`config.mk`:
```
export PLATFORM = sky130hd
export DESIGN_NAME = m_axis_rc_adapt_gen_flat
export DESIGN_NICKNAME = d
export VERILOG_FILES = /design/src/rtl/m_axis_rc_adapt_gen_if.sv /design/src/rtl/m_axis_rc_adapt_gen.sv /design/src/flat_wrapper.sv
export SDC_FILE = /design/constraint.sdc
export NUM_CORES = 1
export LEC_CHECK = 0
export ABC_CLOCK_PERIOD_IN_PS = 2600
export BUFFER_PORTS_ARGS = -buffer_cell sky130_fd_sc_hd__buf_2
export CAP_MARGIN = 20
export CELL_PAD_IN_SITES_DETAIL_PLACEMENT = 0
export CELL_PAD_IN_SITES_GLOBAL_PLACEMENT = 1
export CORE_AREA = 2 2 320 322
export DETAILED_ROUTE_END_ITERATION = 10
export DIE_AREA = 0 0 322 324
export PLACE_DENSITY = 0.65
export RECOVER_POWER = 50
export SLEW_MARGIN = 10
export SYNTH_ARGS = -nofsm -noshare
export SYNTH_HDL_FRONTEND = slang
export SYNTH_SLANG_ARGS = --single-unit
```
`constraint.sdc`:
```
create_clock -name user_clk -period 2.6 [get_ports user_clk]
set_input_delay 0.13 -clock user_clk [delete_from_list [all_inputs] [get_ports user_clk]]
set_output_delay 0.13 -clock user_clk [all_outputs]
set_load 0.02 [all_outputs]
```
`src/rtl/m_axis_rc_adapt_gen_if.sv`:
```
// ---------------------------------------------------------------------------
// m_axis_rc_adapt_gen_if
// AXI-Stream bundle used on both sides of the RC adapter.
//   tdata  [DATA_WIDTH-1:0]   beat payload
//   tkeep  [KEEP_WIDTH-1:0]   byte keep (unused on the core-facing side)
//   tuser  [TUSER_WIDTH-1:0]  sideband (byte enables / discontinue / poison)
//   tlast                     last beat of a packet
//   tvalid                    beat valid
//   tready [3:0]              sink ready; the sink drives all four bits
// Modports: master drives the payload, slave drives tready.
// ---------------------------------------------------------------------------
interface m_axis_rc_adapt_gen_if #(
    parameter int DATA_WIDTH  = 256,
    parameter int KEEP_WIDTH  = DATA_WIDTH / 8,
    parameter int TUSER_WIDTH = 85
);
    logic [DATA_WIDTH-1:0]  tdata;
    logic [KEEP_WIDTH-1:0]  tkeep;
    logic [TUSER_WIDTH-1:0] tuser;
    logic                   tlast;
    logic                   tvalid;
    logic [3:0]             tready;

    modport master (output tdata, tkeep, tuser, tlast, tvalid, input  tready);
    modport slave  (input  tdata, tkeep, tuser, tlast, tvalid, output tready);
endinterface

```
`src/rtl/m_axis_rc_adapt_gen.sv`:
```
// ---------------------------------------------------------------------------
// m_axis_rc_adapt_gen
// Converts UltraScale RC AXIS completions (12-byte descriptor) into LitePCIe
// 3DW completion-TLP beats. A two-entry registered skid stage (output reg +
// skid reg) gives full throughput with one cycle of latency. Poison is
// carried across the packet, the beat count is checked against the length
// fields, and packet / discontinue counters are kept.
// Ports:
//   user_clk, user_reset_n  clock, asynchronous active-low reset
//   rc_a     (slave)        core RC stream in; tuser[KEEP_WIDTH-1:0] = byte
//                           enables, tuser[DISCONTINUE_BIT] = discontinue;
//                           tready driven as four identical bits
//   rc       (master)       LitePCIe stream out; tuser[1]=poison,
//                           tuser[0]=discontinue; only tready[0] is used
//   len_err                 sticky: a packet ended on the wrong beat
//   pkt_cnt                 accepted completions (wrapping)
//   disc_cnt                packets that carried discontinue (wrapping)
// ---------------------------------------------------------------------------
module m_axis_rc_adapt_gen #(
    parameter int DATA_WIDTH      = 256,
    parameter int KEEP_WIDTH      = DATA_WIDTH / 8,
    parameter int TUSER_WIDTH     = 85,
    parameter int DISCONTINUE_BIT = 42,
    parameter int CNT_WIDTH       = 32
) (
    input  logic                    user_clk,
    input  logic                    user_reset_n,
    m_axis_rc_adapt_gen_if.slave    rc_a,
    m_axis_rc_adapt_gen_if.master   rc,
    output logic                    len_err,
    output logic [CNT_WIDTH-1:0]    pkt_cnt,
    output logic [CNT_WIDTH-1:0]    disc_cnt
);
    localparam int OUT_TUSER_WIDTH = 85;
    localparam int BEAT_DW         = DATA_WIDTH / 32;
    localparam int BEAT_SHIFT      = $clog2(BEAT_DW);

    typedef enum logic {ST_SOP, ST_BODY} state_e;

    typedef struct packed {
        logic [DATA_WIDTH-1:0] data;
        logic [KEEP_WIDTH-1:0] keep;
        logic [1:0]            user;   // {poison, discontinue}
        logic                  last;
    } beat_t;

    state_e                 state_q, state_d;
    beat_t                  out_q, out_d, skid_q, skid_d;
    logic                   out_valid_q, out_valid_d;
    logic                   skid_valid_q, skid_valid_d;
    logic                   tready_a_q;
    logic                   poison_q;
    logic                   disc_seen_q;
    logic [10:0]            beat_cnt_q;
    logic [10:0]            exp_q;
    logic                   len_err_q;
    logic [CNT_WIDTH-1:0]   pkt_cnt_q, disc_cnt_q;

    logic                   in_hs;
    logic                   sop;
    logic                   out_take;
    logic                   disc_bit;
    logic                   disc_seen;
    logic [DATA_WIDTH-1:0]  d_in;
    logic [11:0]            byte_cnt;
    logic [9:0]             dw_len;
    logic [7:0]             fmt_type;
    logic [10:0]            dw_words;
    logic [10:0]            exp_sop;
    logic [10:0]            exp_beats;
    logic [10:0]            beat_num;
    logic                   len_mismatch;
    beat_t                  beat_in;

    assign in_hs    = rc_a.tvalid & tready_a_q;
    assign sop      = (state_q == ST_SOP);
    assign d_in     = rc_a.tdata;
    assign byte_cnt = d_in[27:16];
    assign dw_len   = d_in[41:32];
    assign disc_bit = rc_a.tuser[DISCONTINUE_BIT];

    // ---------------- packet FSM ----------------
    // NOTE: every signal written in an always_comb gets a default at the top,
    // so no path leaves it unassigned and no latch is inferred.
    always_comb begin
        state_d = state_q;
        if (in_hs) begin
            state_d = rc_a.tlast ? ST_SOP : ST_BODY;
        end
    end

    // ---------------- descriptor remap ----------------
    // Completions with a zero byte count carry no data: fmt 3DW-no-data.
    assign fmt_type = {(byte_cnt != 12'd0) ? 3'b010 : 3'b000,
                       d_in[29] ? 5'h0B : 5'h0A};

    always_comb begin
        beat_in.data = d_in;
        beat_in.keep = rc_a.tuser[KEEP_WIDTH-1:0];
        beat_in.user = {sop ? d_in[46] : poison_q, disc_bit};
        beat_in.last = rc_a.tlast;
        if (sop) begin
            // DW2..DW3: {upper descriptor word, req_id, tag, 0, lower address}
            beat_in.data[127:64] = {d_in[127:96], d_in[63:48], d_in[71:64],
                                    1'b0, d_in[6:0]};
            // DW0..DW1: {cplr_id, status, bcm, byte count, fmt/type, 0, tc,
            //            4'b0, td, ep, attr, 2'b0, length}
            beat_in.data[63:0]   = {d_in[87:72], d_in[45:43], 1'b0, byte_cnt,
                                    fmt_type, 1'b0, d_in[91:89], 4'b0000,
                                    1'b0, 1'b0, d_in[93:92], 2'b00, dw_len};
            beat_in.keep[11:0]   = 12'hFFF;
        end
    end

    // ---------------- length check ----------------
    // A zero length field means 1024 DW; the 3 header DWs share the first beat.
    assign dw_words     = (byte_cnt == 12'd0) ? 11'd0 :
                          (dw_len == 10'd0)   ? 11'd1024 : {1'b0, dw_len};
    assign exp_sop      = (dw_words + 11'd3 + 11'(BEAT_DW - 1)) >> BEAT_SHIFT;
    assign exp_beats    = sop ? exp_sop : exp_q;
    assign beat_num     = sop ? 11'd1 : beat_cnt_q + 11'd1;
    assign len_mismatch = in_hs & rc_a.tlast & (beat_num != exp_beats);
    assign disc_seen    = (~sop & disc_seen_q) | disc_bit;

    // ---------------- skid stage ----------------
    // The skid register only fills when the output is stalled; whenever the
    // output can advance, the skid entry (older) moves out first.
    assign out_take = ~out_valid_q | rc.tready[0];

    always_comb begin
        out_d        = out_q;
        out_valid_d  = out_valid_q;
        skid_d       = skid_q;
        skid_valid_d = skid_valid_q;
        if (out_take) begin
            if (skid_valid_q) begin
                out_d        = skid_q;
                out_valid_d  = 1'b1;
                skid_valid_d = in_hs;
                if (in_hs) begin
                    skid_d = beat_in;
                end
            end else begin
                out_valid_d = in_hs;
                if (in_hs) begin
                    out_d = beat_in;
                end
            end
        end else if (in_hs) begin
            skid_d       = beat_in;
            skid_valid_d = 1'b1;
        end
    end

    // ---------------- state registers ----------------
    // NOTE: sequential state uses non-blocking assignments only, so every
    // register samples pre-edge values regardless of statement order.
    always_ff @(posedge user_clk or negedge user_reset_n) begin
        if (!user_reset_n) begin
            state_q      <= ST_SOP;
            // NOTE: the payload registers are reset too, so the output bus
            // reads all-zero while idle after reset rather than X.
            out_q        <= '0;
            skid_q       <= '0;
            out_valid_q  <= 1'b0;
            skid_valid_q <= 1'b0;
            tready_a_q   <= 1'b0;
            poison_q     <= 1'b0;
            disc_seen_q  <= 1'b0;
            beat_cnt_q   <= '0;
            exp_q        <= '0;
            len_err_q    <= 1'b0;
            pkt_cnt_q    <= '0;
            disc_cnt_q   <= '0;
        end else begin
            state_q      <= state_d;
            out_q        <= out_d;
            skid_q       <= skid_d;
            out_valid_q  <= out_valid_d;
            skid_valid_q <= skid_valid_d;
            tready_a_q   <= ~skid_valid_d;
            if (in_hs) begin
                beat_cnt_q  <= beat_num;
                disc_seen_q <= rc_a.tlast ? 1'b0 : disc_seen;
                if (sop) begin
                    exp_q    <= exp_sop;
                    poison_q <= d_in[46];
                end
                if (rc_a.tlast) begin
                    pkt_cnt_q <= pkt_cnt_q + 1'b1;
                    if (disc_seen) begin
                        disc_cnt_q <= disc_cnt_q + 1'b1;
                    end
                end
            end
            if (len_mismatch) begin
                len_err_q <= 1'b1;
            end
        end
    end

    // ---------------- outputs ----------------
    assign rc_a.tready = {4{tready_a_q}};
    assign rc.tdata    = out_q.data;
    assign rc.tkeep    = out_q.keep;
    assign rc.tuser    = {{(OUT_TUSER_WIDTH - 2){1'b0}}, out_q.user};
    assign rc.tlast    = out_q.last;
    assign rc.tvalid   = out_valid_q;
    assign len_err     = len_err_q;
    assign pkt_cnt     = pkt_cnt_q;
    assign disc_cnt    = disc_cnt_q;

endmodule
```
`src/flat_wrapper.sv`:
```
// flat-port wrapper written by rule: the top's interface ports become plain ports
module m_axis_rc_adapt_gen_flat 
#(
    parameter int DATA_WIDTH      = 256,
    parameter int KEEP_WIDTH      = DATA_WIDTH / 8,
    parameter int TUSER_WIDTH     = 85,
    parameter int DISCONTINUE_BIT = 42,
    parameter int CNT_WIDTH       = 32
)
  (user_clk, user_reset_n, len_err, pkt_cnt, disc_cnt, rc_a_tdata, rc_a_tkeep, rc_a_tuser, rc_a_tlast, rc_a_tvalid, rc_a_tready, rc_tdata, rc_tkeep, rc_tuser, rc_tlast, rc_tvalid, rc_tready);
  m_axis_rc_adapt_gen_if #(.DATA_WIDTH(DATA_WIDTH), .KEEP_WIDTH(KEEP_WIDTH), .TUSER_WIDTH(TUSER_WIDTH)) rc_a_i ();
  m_axis_rc_adapt_gen_if #(.DATA_WIDTH(DATA_WIDTH), .KEEP_WIDTH(KEEP_WIDTH), .TUSER_WIDTH(TUSER_WIDTH)) rc_i ();
  input  logic user_clk;
  input  logic user_reset_n;
  output logic len_err;
  output logic [CNT_WIDTH-1:0] pkt_cnt;
  output logic [CNT_WIDTH-1:0] disc_cnt;
  input wire logic [$bits(rc_a_i.tdata)-1:0] rc_a_tdata;
  input wire logic [$bits(rc_a_i.tkeep)-1:0] rc_a_tkeep;
  input wire logic [$bits(rc_a_i.tuser)-1:0] rc_a_tuser;
  input wire logic [$bits(rc_a_i.tlast)-1:0] rc_a_tlast;
  input wire logic [$bits(rc_a_i.tvalid)-1:0] rc_a_tvalid;
  output wire logic [$bits(rc_a_i.tready)-1:0] rc_a_tready;
  output wire logic [$bits(rc_i.tdata)-1:0] rc_tdata;
  output wire logic [$bits(rc_i.tkeep)-1:0] rc_tkeep;
  output wire logic [$bits(rc_i.tuser)-1:0] rc_tuser;
  output wire logic [$bits(rc_i.tlast)-1:0] rc_tlast;
  output wire logic [$bits(rc_i.tvalid)-1:0] rc_tvalid;
  input wire logic [$bits(rc_i.tready)-1:0] rc_tready;
  assign rc_a_i.tdata = rc_a_tdata;
  assign rc_a_i.tkeep = rc_a_tkeep;
  assign rc_a_i.tuser = rc_a_tuser;
  assign rc_a_i.tlast = rc_a_tlast;
  assign rc_a_i.tvalid = rc_a_tvalid;
  assign rc_a_tready = rc_a_i.tready;
  assign rc_tdata = rc_i.tdata;
  assign rc_tkeep = rc_i.tkeep;
  assign rc_tuser = rc_i.tuser;
  assign rc_tlast = rc_i.tlast;
  assign rc_tvalid = rc_i.tvalid;
  assign rc_i.tready = rc_tready;
  m_axis_rc_adapt_gen #(.DATA_WIDTH(DATA_WIDTH), .KEEP_WIDTH(KEEP_WIDTH), .TUSER_WIDTH(TUSER_WIDTH), .DISCONTINUE_BIT(DISCONTINUE_BIT), .CNT_WIDTH(CNT_WIDTH)) u_core (.user_clk(user_clk), .user_reset_n(user_reset_n), .rc_a(rc_a_i), .rc(rc_i), .len_err(len_err), .pkt_cnt(pkt_cnt), .disc_cnt(disc_cnt));
endmodule
```
==> results of run 1 <==
==> state kept, by name (all words and copies together), names as in the netlist, 2 cells and up <==
register           cells
u_core.pkt_cnt        32
u_core.rc.tkeep       32
u_core.disc_cnt       32
u_core.skid_q        291
u_core.rc.tuser        2
u_core.exp_q          11
u_core.beat_cnt_q     11
u_core.rc.tdata      256
==> worst min-delay path, stage by stage <==
cell,delay [ns]
buf_2,0.14
mux2i_1,0.10
nor2_1,0.09
a21oi_1,0.05
o21ai_0,0.14
==> placed cells by master, fill, tap and decap left out, types with 31 or more instances in the layout <==
| master | netlist | layout |
|---|---|---|
| a21oi_1 | 115 | 115 |
| buf_2 | 57 | 482 |
| buf_4 | 89 | 36 |
| clkbuf_1 | 113 | 207 |
| clkbuf_16 | 0 | 83 |
| conb_1 | 1 | 83 |
| dfrtp_1 | 675 | 673 |
| dlygate4sd3_1 | 0 | 318 |
| mux2_2 | 161 | 161 |
| mux2i_1 | 262 | 262 |
| nand2_1 | 491 | 491 |
| nand3_1 | 30 | 31 |
| nor2_1 | 133 | 133 |
| o21ai_0 | 415 | 415 |
| xnor2_1 | 56 | 56 |
==> power groups by stage <==
| stage | Sequential (mW) | Combinational [mW] | Clock, mW |
|---|---|---|---|
| 2_1_floorplan | 20.1 | 10.2 | 0 |
| 3_3_place_gp | 17.7 | 19.1 | 0 |
| 3_5_place_dp | 17.9 | 19.3 | 0 |
| 4_1_cts | 17.8 | 19.9 | 11.7 |
| 5_1_grt | 18.4 | 21.3 | 12.2 |
| 6_report | 17.8 | 19.2 | 11.4 |
==> cell families (layout without fill, tap and decap cells) <==
family / Yosys count / count (layout) / synth area share, %
compound gates: 558 / 558 / 9.60
xor+xnor: 82 / 82 / 2.41
fa+ha+maj: 3 / 3 / 0.126
buf+inv: 278 / 1204 / 4.87
flops: 675 / 675 / 56.7
mux: 446 / 446 / 15.8
other cells: 1 / 89 / 0.0126
simple gates: 744 / 744 / 10.5
==> what timing repair did <==
action	in CTS	in global routing
gates resized for setup	0	0
hold buffers	318	0
hold endpoints to repair	780	0
==> stage by stage <==
stage               power (mW)  std cells
floorplan                 30.3       2869
global placement          36.9       4644
detailed placement        37.3       4644
CTS                       49.4       5104
global route              51.9       5109
finish                    48.4       5110
==> cell type report <==
class	count	area share [%]
Sequential cell	675	42.3
Multi-Input combinational cell	1916	29.4
Timing Repair Buffer	1052	17.5
Clock buffer	122	6.08
Tap cell	1309	4.10
Clock inverter	20	0.579
Inverter	10	0.0939
Antenna cell	6	0.0375
==> metal layers <==
layer | global-route usage (%) | wire [um]
met1 | 21.6 | 39100
met5 | 0 | 0
met3 | 4.42 | 5140
met4 | 6.82 | 3290
met2 | 28.3 | 44200
==> worst max-delay path by stage <==
stage	startpoint	end	slack [ns]
after detailed placement	u_core.beat_cnt_q[0]	u_core.len_err	0.31
final	u_core.state_q	u_core.skid_q[48]	0.06
after global placement	u_core.beat_cnt_q[0]	u_core.len_err	0.29
after global routing	u_core.state_q	u_core.skid_q[48]	0.03
after floorplan	u_core.beat_cnt_q[0]	u_core.len_err	0.41
after CTS	u_core.state_q	u_core.skid_q[48]	0.07
==> results by group, run 1 <==
Route
  – Routed length per placed instance: 18.0 um
  – Via/cell ratio: 4.54
  – Drt drc: 0
  – Antenna-violating nets left: 0
  – Final wirelength: 91,700 um
  – Initial DRC count: 1,088
  – Number of iterations in the first detailed-routing pass: 5
  – Vias: 23,200

Critical path
  – Worst R2R Setup Slack: 0.06 ns
  – Critical path depth in cells: 5
  – Reg2Reg Depth: 5
  – Class of the most critical setup path: flop to flop
  – Delay-heaviest family, CP: buffers and inverters
  – Worst r2r src: u_core.state_q
  – Crit. End Element: flop
  – CP cell instances: buf_12, buf_4, mux2i_1, dlygate4sd3_1, o21ai_0
  – Critical-path top delay cell: dlygate4sd3_1
  – CP Data Required Time: 3.13 ns
  – Max FO, Critical Path: 50
  – Worst path max stage delay: 0.67 ns
  – Capturing point of the worst reg2reg path: u_core.skid_q[48]
  – Arrival time of the worst setup path: 3.07 ns
  – WP buf/inv: 3
  – Startpoint Class: flop

Cells and area
  – Layout cells sized above 1: 22.1%
  – P&R area growth vs syn: 34.3%
  – Final core utilization: 39.6%
  – # fillers: 10,100
  – Reg area: 16,900 um^2
  – Post-route cell area: 40,000 um^2
  – Final #Nets: 4,120
  – Multi-input logic area: 11,800 um^2

Place
  – Post-Place Worst Slack: 0.315 ns
  – Hpwl dp: 65,300 um
  – Port Buffers: 654
  – GPL Wtd Cong: 0.792
  – Placed Area: 34,500 um^2

Hold path
  – Hold Crit Depth: 5
  – Hold WC Path Type: input port to flop
  – HP Start: rc_a_tdata[49]
  – WHS Endpoint: u_core.rc.tdata[49]

Pwr
  – PwrDens: 1210 nW/um^2
  – VDD IR max: 0.000686 V
  – Sw Pwr: 19.2 mW
  – Int Power: 29.2 mW
  – Leak pwr: 18.6 nW
  – Combinational power share: 39.7%
  – Clk pwr share: 23.5%
  – Seq pwr share: 36.8%
  – Switch share: 39.7%

Timing
  – Max_slew headroom: -7.38%
  – Fin crit share: 97.6%
  – Final Critical Period: 2.54 ns
  – Final hold slack: 0.0378 ns
  – Slew Viols, Final: 99
  – Final hold vios: 0
  – RSZ-0062 raised after global routing: no
  – Worst slew pin tran: 1.61 ns
  – Final worst setup slack: 0.0624 ns
  – Final setup violation count: 0
  – Clock Skew: 0.0171 ns
  – F_max: 394 MHz
  – Setup TNS: 0 ns

Die
  – Core footprint: 101,000 um^2
  – IO Count: 825
  – Rows: 117
  – Initial Util: 29.5%
  – Die area: 104,000 um^2
  – Chip width: 322 um
  – Die height: 324 um

CTS
  – Total CTS buffers: 81
  – CTS Buffer Depth: 3
  – Worst-skew pair later-pin latency: 0.65 ns
  – Post-CTS setup buffer count: 0
  – CTS tree: yes
  – Clk pin slew, worst setup/hold paths: 0.06 ns
  – Root Buffer: clkbuf_16
  – Number of clock sinks: 675
  – CTS HTree Levels: 3

Synthesis
  – Most frequent cell after synthesis: dfrtp_1
  – EDFF count, synth: 0
  – FF+latch count, synth: 675
  – Post-Syn Area: 29,800 um^2
  – Most used DFF post-synth: dfrtp_1
  – Synth cell count leaders: dfrtp_1, nand2_1, o21ai_0
  – Cell count after synthesis: 2,787
  – Synth top area cells: dfrtp_1, mux2i_1, o21ai_0
  – Sequential area share after synthesis: 56.7%
  – Syn. warnings: 0
  – Avg Cell Area, Syn: 10.7 um^2
  – Netlist cell types: 52
  – Area leader, netlist: dfrtp_1
  – Area share of the leading cell type in the synthesized netlist: 56.7%
  – Share of flip-flops with an asynchronous set or reset: 100%

GRT
  – Initial antenna violation count: 5
  – Tot GR Track Use: 17.2%
  – Total gr overflow: 0
  – Largest net degree at the start of global routing: 87
  – Vias in the first global route: 23,000
  – First-pass GRT wire length: 139,000 um

Status
  – Failing checks: capacitance limit, slew limit
  – Outcome: complete, but fails checks

Job
  – Max-cap violations: 3
Note: power is estimated with default switching activity, not from simulation.
==> run 2, diff against run 1 <==
--- a/config.mk
+++ b/config.mk
@@ -14,7 +14,7 @@
 export DETAILED_ROUTE_END_ITERATION = 10
 export DIE_AREA = 0 0 322 324
 export PLACE_DENSITY = 0.65
-export RECOVER_POWER = 50
+export RECOVER_POWER = 25
 export SLEW_MARGIN = 10
 export SYNTH_ARGS = -nofsm -noshare
 export SYNTH_HDL_FRONTEND = slang
==> results by group, run 2 (synthesized netlist as in run 1, its figures left out) <==
Status
  – Outcome: complete, but fails checks
  – Failing checks: capacitance limit, slew limit

Cells and area
  – Final #Nets: 4,120 (unchanged)
  – # fillers: 10,000 (-0.90%)
  – Biggest register: u_core.skid_q
  – Commonest cells after routing, fill and taps aside: dfrtp_1, buf_2, nand2_1, o21ai_0, dlygate4sd3_1
  – Layout Cells excl Fill: 5,109 (-0.020%)
  – P&R area growth vs syn: 35.2%
  – Layout cells sized above 1: 26.8% (+4.7 points)
  – Commonest non-fill, non-tap cell in the layout: dfrtp_1
  – Max reg flops: 291 (unchanged)

GRT
  – Vias in the first global route: 23,000 (unchanged)
  – Largest net degree at the start of global routing: 87 (unchanged)
  – Tot GR Track Use: 17.2% (unchanged)
  – First-pass GRT wire length: 139,000 um (unchanged)
  – Total gr overflow: 0 (unchanged)
  – Initial antenna violation count: 5 (unchanged)

Timing
  – Clock Skew: 0.0170 ns (-0.0000843 ns)
  – Final Critical Period: 2.55 ns (+0.0129 ns)
  – Final hold slack: 0.0363 ns (-0.00152 ns)
  – Final hold vios: 0 (unchanged)
  – Final worst setup slack: 0.0495 ns (-0.0129 ns)
  – Slew Viols, Final: 69 (-30%)
  – Fin crit share: 98.1% (+0.50 points)
  – Worst slew pin tran: 1.61 ns (+0.00260 ns)
  – F_max: 392 MHz (-0.51%)
  – Setup TNS: 0 ns (unchanged)
  – Final setup violation count: 0 (unchanged)
  – RSZ-0062 raised after global routing: no
  – Max_slew headroom: -7.55% (-0.17 points)

Critical path
  – WP buf/inv: 3 (unchanged)
  – CP Launch Point: u_core.state_q
  – Max FO, Critical Path: 50 (unchanged)
  – CP cell instances: buf_12, buf_4, mux2i_1, dlygate4sd3_1, o21ai_0
  – Worst path max stage delay: 0.68 ns (about the same)
  – Class of the most critical setup path: flop to flop
  – CP Data Required Time: 3.13 ns (about the same)
  – Worst r2r src: u_core.state_q
  – Arrival time of the worst setup path: 3.08 ns (about the same)
  – Critical-path top delay cell: dlygate4sd3_1
  – Startpoint Class: flop
  – Delay-heaviest family, CP: buffers and inverters
  – Crit. End Element: flop

Route
  – Vias: 23,200 (+0.043%)
  – Number of iterations in the first detailed-routing pass: 5 (unchanged)
  – Antenna-violating nets left: 0 (unchanged)
  – Final wirelength: 91,700 um (about the same)
  – Max layer used: met4
  – Initial DRC count: 1,134 (+4.2%)
  – Routed length per placed instance: 17.9 um (about the same)
  – Met3 Routed Length: 5360 um (+4.3%)
  – Drt drc: 0 (unchanged)
  – M1 WL: 38,900 um (-0.66%)
  – Via/cell ratio: 4.54 (about the same)
  – DR WL met2: 44,200 um (about the same)

Hold path
  – Hold WC Path Type: input port to flop
  – HP Start: rc_a_tdata[48]

Die
  – Core footprint: 101,000 um^2 (unchanged)
  – Rows: 117 (unchanged)
  – Chip width: 322 um (unchanged)
  – Initial Util: 29.5% (unchanged)
  – Die height: 324 um (unchanged)
  – Die area: 104,000 um^2 (unchanged)
  – IO Count: 825 (unchanged)

Place
  – GPL Wtd Cong: 0.792 (unchanged)
  – Port Buffers: 654 (unchanged)
  – Post-Place Worst Slack: 0.315 ns (unchanged)
  – Hpwl dp: 65,300 um (unchanged)
  – Inst Count DP: 4,644 (unchanged)

CTS
  – CTS tree: yes
  – CTS HTree Levels: 3 (unchanged)
  – Clk pin slew, worst setup/hold paths: 0.06 ns (about the same)
  – Number of clock sinks: 675 (unchanged)
  – Post-CTS setup buffer count: 0 (unchanged)
  – Root Buffer: clkbuf_16
  – Total CTS buffers: 81 (unchanged)
  – Worst-skew pair later-pin latency: 0.66 ns (about the same)
  – CTS Buffer Depth: 3 (unchanged)

Pwr
  – VDD IR max: 0.000684 V (-0.23%)
  – PwrDens: 1210 nW/um^2 (about the same)
  – Leak pwr: 19.2 nW (+3.2%)

Job
  – Max-cap violations: 2 (-1)
## run 2: changes by cell type in the layout (fill, tap and decap cells not counted), sizes merged
cell,before,now
clkbuf,318,138
diode,6,5
buf,536,716
## run 2: worst paths after layout
check	depth (start not counted)	endpoint	slack [ns]
setup / recovery	5	u_core.skid_q[48]	0.05
hold / removal	5	u_core.rc.tdata[80]	0.04
setup reg to reg	5	u_core.skid_q[48]	0.05
hold reg to reg	1	u_core.pkt_cnt[31]	0.47
max in group asynchronous	3	u_core.pkt_cnt[31]	0.44
min in group asynchronous	2	u_core.skid_q[286]	0.08
## run 2: stage by stage
step / power (mW) / utilization, % / area, um^2
final: 48.7 / 39.9 / 40300
after global routing: 52.2 / 39.9 / 40300
after CTS: 49.4 / 40.0 / 40400
after detailed placement: 37.3 / 34.2 / 34500
after global placement: 36.9 / 34.2 / 34500
after floorplan: 30.3 / - / 30100
## run 2: what timing repair did
item                                   CTS  global route
endpoints found under the hold margin  780             0
hold buffers                           318             0
gates resized for setup                  0             0
## run 2: worst reg2reg max path, delay by kind of cell, from the launching register on
kind / cells / cell delay, ns
compound gates: 1 / 0.10
flops: 1 / 0.42
buf+inv: 3 / 1.42
mux: 1 / 0.51
## run 2: routing by layer
layer  track usage, %  vias up
met5                0        -
met2             28.3      588
li1                 -    11300
met4             6.82        0
met1             21.6    11200
met3             4.42      165
## run 2: where the power goes
part           switching [mW]  internal (mW)  total [mW]
logic                    12.0           7.59        19.6
registers                2.56           15.2        17.8
clock network            4.61           6.76        11.4
total                    19.2           29.5        48.7
## run 2: final cells by class
type,count,area (um^2),area share (%)
repair buffers,1052,7260,18.0
well taps,1309,1640,4.07
multi-input cells,1916,11800,29.2
clock inverters,20,231,0.575
clock buffers,122,2430,6.04
flip-flops and latches,675,16900,42.0
diodes,5,12.5,0.0311
inverters,10,37.5,0.0932
